File: config.mk
export PLATFORM = sky130hd
export DESIGN_NAME = memory_bus_if_core
export DESIGN_NICKNAME = d
export VERILOG_FILES = /design/src/rtl/memory_bus_if_core_pkg.sv /design/src/rtl/memory_bus_if_core_bus_write_strobe.sv /design/src/rtl/memory_bus_if_core.sv
export SDC_FILE = /design/constraint.sdc
export NUM_CORES = 1
export LEC_CHECK = 0
export BUFFER_PORTS_ARGS = -buffer_cell sky130_fd_sc_hd__buf_2
export CORE_UTILIZATION = 25
export CTS_CLUSTER_DIAMETER = 120
export CTS_CLUSTER_SIZE = 8
export DETAILED_ROUTE_END_ITERATION = 8
export HOLD_SLACK_MARGIN = 0.1
export PLACE_DENSITY_LB_ADDON = 0.3
export SKIP_LAST_GASP = 1
export SLEW_MARGIN = 0
export SYNTH_ARGS = -nofsm -noshare
export SYNTH_HDL_FRONTEND = slang
export SYNTH_SLANG_ARGS = --single-unit
File: constraint.sdc
create_clock -name BUS_CLK -period 1.8 [get_ports BUS_CLK]
set_input_delay 0.36 -clock BUS_CLK [delete_from_list [all_inputs] [get_ports BUS_CLK]]
set_output_delay 0.36 -clock BUS_CLK [all_outputs]
set_load 0.01 [all_outputs]
File: src/rtl/memory_bus_if_core_pkg.sv
// Shared constants for the CPU-to-BRAM memory bus interface.
//   - bram_select_t : target decode of CPU_ADDR[16:15]
//   - BRAM_CNT_SELECT_* : controller sub-block codes held in address bits [11:8]
//   - ADDR_* : controller register addresses that are snooped to track
//              the page/segment state used to widen target addresses
package memory_bus_if_core_pkg;

  typedef enum logic [1:0] {
    BRAM_SELECT_CONTROLLER = 2'h0,
    BRAM_SELECT_MOD        = 2'h1,
    BRAM_SELECT_DUTY_TABLE = 2'h2,
    BRAM_SELECT_STM        = 2'h3
  } bram_select_t;

  localparam logic [3:0] BRAM_CNT_SELECT_MAIN  = 4'h0;
  localparam logic [3:0] BRAM_CNT_SELECT_CLOCK = 4'h1;

  localparam logic [13:0] ADDR_MOD_MEM_WR_SEGMENT                = 14'h0020;
  localparam logic [13:0] ADDR_STM_MEM_WR_SEGMENT                = 14'h0050;
  localparam logic [13:0] ADDR_STM_MEM_WR_PAGE                   = 14'h0051;
  localparam logic [13:0] ADDR_PULSE_WIDTH_ENCODER_TABLE_WR_PAGE = 14'h00A0;

  localparam int unsigned ADDR_W = 14;
  localparam int unsigned DATA_W = 16;

  // Controller sub-block code carried in a controller word address.
  function automatic logic [3:0] cnt_select(input logic [ADDR_W-1:0] addr);
    return addr[11:8];
  endfunction

endpackage

File: src/rtl/memory_bus_if_core_bus_write_strobe.sv
// bus_write_strobe: first-stage (s1) register of the CPU bus signals plus
// edge detection of the combined write condition EN & WE.
// Ports:
//   BUS_CLK, RST_N      clock, asynchronous active-low reset
//   EN, WE              chip enable / write enable (active high)
//   BRAM_SELECT         target select
//   BRAM_ADDR, DATA_IN  word address / write data
//   s1_*                registered copies of the bus inputs
//   strobe              one-cycle write request, combinational from s1
module bus_write_strobe
  import memory_bus_if_core_pkg::*;
(
  input  logic              BUS_CLK,
  input  logic              RST_N,
  input  logic              EN,
  input  logic              WE,
  input  logic [1:0]        BRAM_SELECT,
  input  logic [ADDR_W-1:0] BRAM_ADDR,
  input  logic [DATA_W-1:0] DATA_IN,
  output logic              s1_en,
  output logic              s1_we,
  output bram_select_t      s1_sel,
  output logic [ADDR_W-1:0] s1_addr,
  output logic [DATA_W-1:0] s1_data,
  output logic              strobe
);

  logic s1_act;
  logic act_prev;
  logic armed;

  always_ff @(posedge BUS_CLK or negedge RST_N) begin
    if (!RST_N) begin
      s1_en   <= 1'b0;
      s1_we   <= 1'b0;
      s1_sel  <= BRAM_SELECT_CONTROLLER;
      s1_addr <= '0;
      s1_data <= '0;
    end else begin
      s1_en   <= EN;
      s1_we   <= WE;
      s1_sel  <= bram_select_t'(BRAM_SELECT);
      s1_addr <= BRAM_ADDR;
      s1_data <= DATA_IN;
    end
  end

  assign s1_act = s1_en & s1_we;

  // act_prev gives the rising-edge detect. armed blocks an access that was
  // already active when reset released: it only sets once the raw bus has
  // been seen idle, so the s1 history (cleared to 0) cannot fake an edge.
  always_ff @(posedge BUS_CLK or negedge RST_N) begin
    if (!RST_N) begin
      act_prev <= 1'b0;
      armed    <= 1'b0;
    end else begin
      act_prev <= s1_act;
      armed    <= armed | ~(EN & WE);
    end
  end

  assign strobe = s1_act & ~act_prev & armed;

endmodule

File: src/rtl/memory_bus_if_core.sv
// memory_bus_if_core: CPU bus to BRAM write-port fan-out.
// Registers the CPU bus once, generates a single write strobe per access,
// decodes it onto one of four BRAM write ports and snoops controller writes
// that set the page/segment bits prepended to the target addresses.
// Ports:
//   BUS_CLK, RST_N                     clock, asynchronous active-low reset
//   EN, WE, BRAM_SELECT, BRAM_ADDR,
//   DATA_IN                            CPU bus (active-high enables)
//   CNT_WE/ADDR/WDATA                  controller write port (14-bit addr)
//   MOD_WE/ADDR/WDATA                  modulation port {mod_segment, addr}
//   DUTY_WE/ADDR/WDATA                 duty table port {duty_page, addr}
//   STM_WE/ADDR/WDATA                  STM port {stm_segment, stm_page, addr}
//   CNT_RDATA, DATA_OUT                controller read data / registered CPU read data
module memory_bus_if_core
  import memory_bus_if_core_pkg::*;
(
  input  logic        BUS_CLK,
  input  logic        RST_N,
  input  logic        EN,
  input  logic        WE,
  input  logic [1:0]  BRAM_SELECT,
  input  logic [13:0] BRAM_ADDR,
  input  logic [15:0] DATA_IN,
  output logic        CNT_WE,
  output logic [13:0] CNT_ADDR,
  output logic [15:0] CNT_WDATA,
  output logic        MOD_WE,
  output logic [14:0] MOD_ADDR,
  output logic [15:0] MOD_WDATA,
  output logic        DUTY_WE,
  output logic [14:0] DUTY_ADDR,
  output logic [15:0] DUTY_WDATA,
  output logic        STM_WE,
  output logic [18:0] STM_ADDR,
  output logic [15:0] STM_WDATA,
  input  logic [15:0] CNT_RDATA,
  output logic [15:0] DATA_OUT
);

  logic              s1_en;
  logic              s1_we;
  bram_select_t      s1_sel;
  logic [ADDR_W-1:0] s1_addr;
  logic [DATA_W-1:0] s1_data;
  logic              strobe;

  logic       mod_segment;
  logic       stm_segment;
  logic [3:0] stm_page;
  logic       duty_page;

  logic cnt_hit;
  logic mod_hit;
  logic duty_hit;
  logic stm_hit;
  logic rd_hit;

  bus_write_strobe u_strobe (
    .BUS_CLK     (BUS_CLK),
    .RST_N       (RST_N),
    .EN          (EN),
    .WE          (WE),
    .BRAM_SELECT (BRAM_SELECT),
    .BRAM_ADDR   (BRAM_ADDR),
    .DATA_IN     (DATA_IN),
    .s1_en       (s1_en),
    .s1_we       (s1_we),
    .s1_sel      (s1_sel),
    .s1_addr     (s1_addr),
    .s1_data     (s1_data),
    .strobe      (strobe)
  );

  always_comb begin
    cnt_hit  = 1'b0;
    mod_hit  = 1'b0;
    duty_hit = 1'b0;
    stm_hit  = 1'b0;
    if (strobe) begin
      unique case (s1_sel)
        BRAM_SELECT_CONTROLLER: cnt_hit  = 1'b1;
        BRAM_SELECT_MOD:        mod_hit  = 1'b1;
        BRAM_SELECT_DUTY_TABLE: duty_hit = 1'b1;
        BRAM_SELECT_STM:        stm_hit  = 1'b1;
        default: ;
      endcase
    end
  end

  assign rd_hit = s1_en & ~s1_we & (s1_sel == BRAM_SELECT_CONTROLLER);

  always_ff @(posedge BUS_CLK or negedge RST_N) begin
    if (!RST_N) begin
      CNT_WE     <= 1'b0;
      CNT_ADDR   <= '0;
      CNT_WDATA  <= '0;
      MOD_WE     <= 1'b0;
      MOD_ADDR   <= '0;
      MOD_WDATA  <= '0;
      DUTY_WE    <= 1'b0;
      DUTY_ADDR  <= '0;
      DUTY_WDATA <= '0;
      STM_WE     <= 1'b0;
      STM_ADDR   <= '0;
      STM_WDATA  <= '0;
    end else begin
      CNT_WE  <= cnt_hit;
      MOD_WE  <= mod_hit;
      DUTY_WE <= duty_hit;
      STM_WE  <= stm_hit;
      if (cnt_hit) begin
        CNT_ADDR  <= s1_addr;
        CNT_WDATA <= s1_data;
      end
      if (mod_hit) begin
        MOD_ADDR  <= {mod_segment, s1_addr};
        MOD_WDATA <= s1_data;
      end
      if (duty_hit) begin
        DUTY_ADDR  <= {duty_page, s1_addr};
        DUTY_WDATA <= s1_data;
      end
      if (stm_hit) begin
        STM_ADDR  <= {stm_segment, stm_page, s1_addr};
        STM_WDATA <= s1_data;
      end
    end
  end

  // Page/segment state lands on the same edge as CNT_WE. A following data
  // write needs an idle s1 cycle before its strobe, so it always sees the
  // updated value.
  always_ff @(posedge BUS_CLK or negedge RST_N) begin
    if (!RST_N) begin
      mod_segment <= 1'b0;
      stm_segment <= 1'b0;
      stm_page    <= '0;
      duty_page   <= 1'b0;
    end else if (cnt_hit && cnt_select(s1_addr) == BRAM_CNT_SELECT_MAIN) begin
      unique case (s1_addr)
        ADDR_MOD_MEM_WR_SEGMENT:                mod_segment <= s1_data[0];
        ADDR_STM_MEM_WR_SEGMENT:                stm_segment <= s1_data[0];
        ADDR_STM_MEM_WR_PAGE:                   stm_page    <= s1_data[3:0];
        ADDR_PULSE_WIDTH_ENCODER_TABLE_WR_PAGE: duty_page   <= s1_data[0];
        default: ;
      endcase
    end
  end

  always_ff @(posedge BUS_CLK or negedge RST_N) begin
    if (!RST_N) begin
      DATA_OUT <= '0;
    end else if (rd_hit) begin
      DATA_OUT <= CNT_RDATA;
    end
  end

endmodule

# Yosys cells after proc, flatten, opt, wreduce, memory -nomap -nowiden
# Cells that the tools add are included.
word_totals:
  ramBits: 0
  reg_bits: 190
  elab_cells: 56
  n_memories: 0
  in_bits: 52
  out_inout_bits: 147
  romBits: 0
  latch_bits: 0
op_classes:
  n_lt_le_gt_ge: 0
  n_div: 0
  mux: 8
  n_shift: 0
  eq_ne: 7
  bitwise: 10
  multipliers: 0
  n_reduce_logical: 7
  n_addsub: 0
op_table:
  columns: ["cell", "count"]
  rows:
  - ["== test 14 x 7 -> 1 bit, second input constant", 2]
  - ["== test 14 x 6 -> 1 bit, second input constant", 1]
  - ["== test 14 x 8 -> 1 bit, second input constant", 1]
  - ["two-way mux 1 bit", 8]
  - ["AND reduction 2 bit", 4]
  - ["AND 1 bit", 6]
  - ["== test 2 bit, second input constant", 2]
  - ["zero test 4 bit", 1]
  - ["inverter 1 bit", 3]
  - ["== test 2 x 1 -> 1 bit, second input constant", 1]
  - ["zero test 2 bit", 1]
  - ["logical AND 1 bit", 1]
  - ["bitwise OR 1 bit", 1]

# Longest topological paths before layout
logic_depth:
  depth_word: 6
  ltp_mapped: 6
  mapped_depth_nobuf: 4

# Hierarchy
# From an unflattened synthesis, not the netlist that was laid out.
unflattened:
  hier_cells: 445
  area_unflattened_um2: 6718.9
modules_own_cells:
  columns: ["module", "cells_per_inst", "instances", "seq_area_each_um2", "area_per_inst_um2"]
  rows:
  - ["memory_bus_if_core", 406, 1, 3853.7, 5794.3]
  - ["bus_write_strobe", 39, 1, 900.9, 924.6]

# Least setup slack after synthesis
# No wires, ideal clock.
synth_path:
  path_kind: "register to register"
  from: "reg u_strobe.s1_sel[1]"
  to: "reg DATA_OUT[10]"
  setup_ps: 125
  path_slack_ps: 181
  path_buffers: 1
  arrival_time_ps: 1494
  required_ps: 1675
  synth_period_minus_slack_ps: 1619
  stages_incl_launch_ff: 6
  cell_sequence: "dfrtp_1 nor2_1 nand2_1 nor2_2 buf_6 mux2_2"
synth_via:
  elab_chain_len: 2
synth_lines:
  columns: ["item", "line_no", "source"]
  rows:
  - ["from (decl)", "memory_bus_if_core_bus_write_strobe.sv:22", "output bram_select_t s1_sel,"]
  - ["from (signal assigned)", "memory_bus_if_core_bus_write_strobe.sv:42", "s1_sel <= bram_select_t'(BRAM_SELECT);"]
  - ["zero test 2 bit", "memory_bus_if_core.sv:90", "assign rd_hit = s1_en & ~s1_we & (s1_sel == BRAM_SELECT_CONTROLLER);"]
  - ["AND 1 bit", "memory_bus_if_core.sv:90", null]
  - ["to (signal assigned)", "memory_bus_if_core.sv:152", "DATA_OUT <= '0;"]
  - ["to (signal assigned)", "memory_bus_if_core.sv:154", "DATA_OUT <= CNT_RDATA;"]
  - ["to (decl)", "memory_bus_if_core.sv:37", "output logic [15:0] DATA_OUT"]
# No other way between the ends.
# A chain may end at the register's enable or synchronous reset.

# Final worst setup path
layout_path:
  from: "reg u_strobe.s1_addr[1]"
  to: "reg mod_segment"
layout_via:
  elab_chain_len: 2
layout_lines:
  columns: ["item", "line_no", "source"]
  rows:
  - ["from (decl)", "memory_bus_if_core_bus_write_strobe.sv:23", "output logic [ADDR_W-1:0] s1_addr,"]
  - ["from (signal assigned)", "memory_bus_if_core_bus_write_strobe.sv:37", "s1_addr <= '0;"]
  - ["from (signal assigned)", "memory_bus_if_core_bus_write_strobe.sv:43", "s1_addr <= BRAM_ADDR;"]
  - ["== test 14 x 6 -> 1 bit", "memory_bus_if_core.sv:140", "unique case (s1_addr)"]
  - ["AND reduction 2 bit (no line)", null, null]
  - ["to (signal assigned)", "memory_bus_if_core.sv:141", "ADDR_MOD_MEM_WR_SEGMENT: mod_segment <= s1_data[0];"]
  - ["to (decl)", "memory_bus_if_core.sv:47", "logic mod_segment;"]
# No other way between the ends.

==> qor.log <==
INFO  cts            clk_pin_slew_worst_paths=0.07ns
INFO  synth          synth.yosys.warnings=0
INFO  worst_setup_path critical_path.max_fanout=5
INFO  worst_setup_path type_of_destination_of_the_critical_path=flop
INFO  sta            fin_crit=1.72ns
INFO  sta            finalCritPeriodShare=95.5%
INFO  worst_setup_path rr_startpoint=u_strobe.s1_addr[1]
INFO  cells_and_area insertedDiodeCount=0
INFO  floorplanning  io-pin-count=199
INFO  sta            clock-skew-final=0.0156ns
INFO  cells_and_area area_delta_synth_final=37.7%
INFO  cts            cts.sinks=190
INFO  synth          yosys_register_bits=190
INFO  power          switching_share=27.6%
INFO  cts            root_driver=clkbuf_16
INFO  floorplanning  design.die.area=0.0278sqmm
INFO  place          dpl-instance-area=0.00839sqmm
INFO  sta            worst_pin_slew=0.453ns
INFO  power          p_clk_share=33.1%
INFO  synth          netlist.top_cell.by_area=dfrtp_1
INFO  min_path       holdCritStartpoint=CNT_RDATA[8]
INFO  worst_setup_path worst_setup_path_start_kind=flop
INFO  cts            postCtsSetupRepairBufs=0
INFO  route          drt-pass1-iter-count=4
INFO  synth          synthMostInstantiatedCell=dfrtp_1
INFO  synth          synth.net_count=434
INFO  floorplanning  initial_core_util=25.7%
INFO  synth          synth.top_cells.by_area=dfrtp_1, mux2_2, mux2_4, buf_6, nand3_4
INFO  place          globalplace.congestion=0.728
INFO  power          switching_power=3.16mW
INFO  route          remaining_drc_errors=0
INFO  route          total_number_of_vias=4143
INFO  cells_and_area fin_area=0.00935sqmm
INFO  cells_and_area layoutNonFillerInstCount=991
INFO  global_route   grt_start_max_net_pins=52
INFO  cells_and_area final_net_count=696
INFO  route          drtIter0Drc=117
INFO  worst_setup_path cp.required=2.11ns
INFO  outcome        status=finished, final reports clean
INFO  power          combPwrFrac=19.2%
INFO  global_route   grtUsageTotal=12.4%
INFO  sta            timing_hold_violations_final=0
INFO  power          power.density=1230mW/mm^2
INFO  route          drt_wl_total=16.3mm
INFO  worst_setup_path worst-endpoint-arrival=2.03ns
INFO  cells_and_area drive_above_1_share=63.0%
INFO  floorplanning  std_cell_rows=59
INFO  synth          synthDominantCellAreaShare=70.1%
INFO  sta            worst_slew_margin_rel=69.8%
INFO  power          p_int=8.29mW
INFO  global_route   number_of_global_route_vias_before_repair=4606
INFO  sta            final.setup.tns=0ns
INFO  worst_setup_path max_stage_delay=0.44ns
INFO  cts            tritoncts=done
INFO  route          avgRoutedWirePerCell=16.4um
INFO  synth          synth.cells.most_frequent=dfrtp_1, mux2_2, buf_2, buf_6, mux2_4
INFO  global_route   grt_first_pass_wirelength=26.2mm
INFO  worst_setup_path worst_path_cell_with_the_longest_stage_delay=dfrtp_1
INFO  cells_and_area multiInputGateArea=0.00193sqmm
INFO  synth          synth_cells=382
INFO  synth          post_synth_top_flop=dfrtp_1
INFO  run            timing.max_cap.violations=0
INFO  global_route   grt_antenna_before_repair=0
INFO  power          power.leakage=4.47nW
INFO  min_path       class_of_the_tightest_hold_or_removal_check=in2reg
INFO  cts            cts-root-to-sink-buffers=2
INFO  synth          synth.lib_cells_used.distinct=23
INFO  floorplanning  fp.dieW=167um
INFO  route          postRouteAntennaNets=0
INFO  cts            numCtsBuffers=17
INFO  place          post-place-cells=925
INFO  sta            maxClockFrequency=582MHz
INFO  worst_setup_path worst-setup-path-type=reg2reg
INFO  place          io_buffers=198
INFO  synth          synthArstFlopShare=100%
INFO  sta            timing_max_transition_violations_final=0
INFO  synth          synth-edff-count=0
INFO  place          total_half_perimeter_wirelength_after_legalization_and_detailed_placement=11.2mm
INFO  worst_setup_path setup.worst_path.start=u_strobe.s1_addr[1]
INFO  cts            insertion_delay=0.43ns
INFO  synth          synth_area=0.00679sqmm
INFO  place          dpl_worst_slack=-0.196ns
INFO  power          worst_ir_drop_vdd=0.522mV
INFO  worst_setup_path cp_cell_sequence=nor4_4 > nand2_2 > nor4_1 > mux2_2
INFO  power          pwr-share-seq=47.7%
INFO  sta            worst_hold_slack=0.164ns
INFO  sta            layout_setup_ws=0.0813ns
INFO  cells_and_area sequential_cell_area=0.00475sqmm
INFO  floorplanning  floorplan.core_area=0.0264sqmm
INFO  cts            ctsHtreeMaxLevel=4
INFO  synth          postSynthAreaPerCell=17.8squm
INFO  global_route   grt.overflow.total=0
INFO  synth          synth_seq_area_share=70.1%
INFO  sta            grt_setup_unrepaired=no
INFO  floorplanning  die_height=167um
INFO  route          via_per_inst=4.18
INFO  sta            finalSetupViolCount=0
INFO  cells_and_area fillers=2547
[cell type report]
type,instances,area share [%]
Clock buffer,18,4.59
Clock inverter,13,1.65
Inverter,2,0.0803
Multi-Input combinational cell,175,20.7
Sequential cell,190,50.9
Tap cell,335,4.49
Timing Repair Buffer,258,17.7
[state kept, by name (all words and copies together), names as in the netlist, 2 cells and up]
signal,cells
CNT_ADDR,14
MOD_WDATA,16
STM_ADDR,19
u_strobe.s1_addr,14
u_strobe.s1_data,16
CNT_WDATA,16
STM_WDATA,16
DATA_OUT,16
u_strobe.s1_sel,2
DUTY_ADDR,15
stm_page,4
MOD_ADDR,15
DUTY_WDATA,16
[worst max-delay path: cells and delay by family, from the launching register on]
kind | cells | cell delay [ns]
muxes | 1 | 0.37
DFF | 1 | 0.44
and+or+nand+nor | 3 | 0.79
[placed cells by master (no fill, tap or decap), types with 2 or more instances in the layout]
cell type	n
buf_4	16
clkbuf_16	17
nand3_4	2
buf_12	9
inv_6	5
mux2_4	6
bufinv_16	2
inv_1	2
mux2_2	143
buf_2	197
dfrtp_1	190
clkinvlp_4	4
nand2_2	2
dlygate4sd3_1	35
nor3_1	2
nand2_1	3
nor2_1	2
nor4_1	2
[power by group through the flow]
stage	combinational, mW	clock [mW]	sequential, mW
floorplan	0.708	0	5.85
global placement	2.15	0	5.51
detailed placement	2.18	0	5.55
CTS	2.25	3.97	5.48
global route	2.38	4.13	5.58
finish	2.20	3.79	5.47
[cell families (layout without fill, tap and decap cells)]
logic type             count (synthesis)  count (layout)  share of synthesized area [%]
buffers and inverters                 17             291                           1.88
DFF                                  190             190                           70.1
muxes                                150             150                           25.2
and+or+nand+nor                       25              25                           2.82
[layer usage]
layer  routed length (um)  GRT usage, %  vias up
met4                  157          4.03        0
met2                 8340          21.3      111
met3                  925          4.02       10
met5                    0             0        -
li1                     -             -     1874
met1                 6830          14.5     2148
[path summary, 6_finish.rpt]
kind,to,slack [ns],depth (start not counted)
setup / recovery,mod_segment,0.08,4
hold / removal,DATA_OUT[8],0.16,2
setup reg to reg,mod_segment,0.08,4
hold reg to reg,u_strobe.armed,0.48,1
max in group asynchronous,DATA_OUT[11],0.70,3
min in group asynchronous,MOD_WDATA[14],0.47,2
[through the flow]
step	total power [mW]	utilization, %
5_1_grt	12.1	35.5
4_1_cts	11.7	35.5
6_report	11.5	35.5
3_3_place_gp	7.66	31.8
3_5_place_dp	7.73	31.8
2_1_floorplan	6.55	-
[repair_timing]
action,4_1_cts,5_1_grt
pin swaps,1,1
gates resized for setup,3,1
hold buffers,35,0
endpoints found under the setup margin,7,30
endpoints found under the hold margin,80,0
Note: power is estimated with default switching activity, not from simulation.
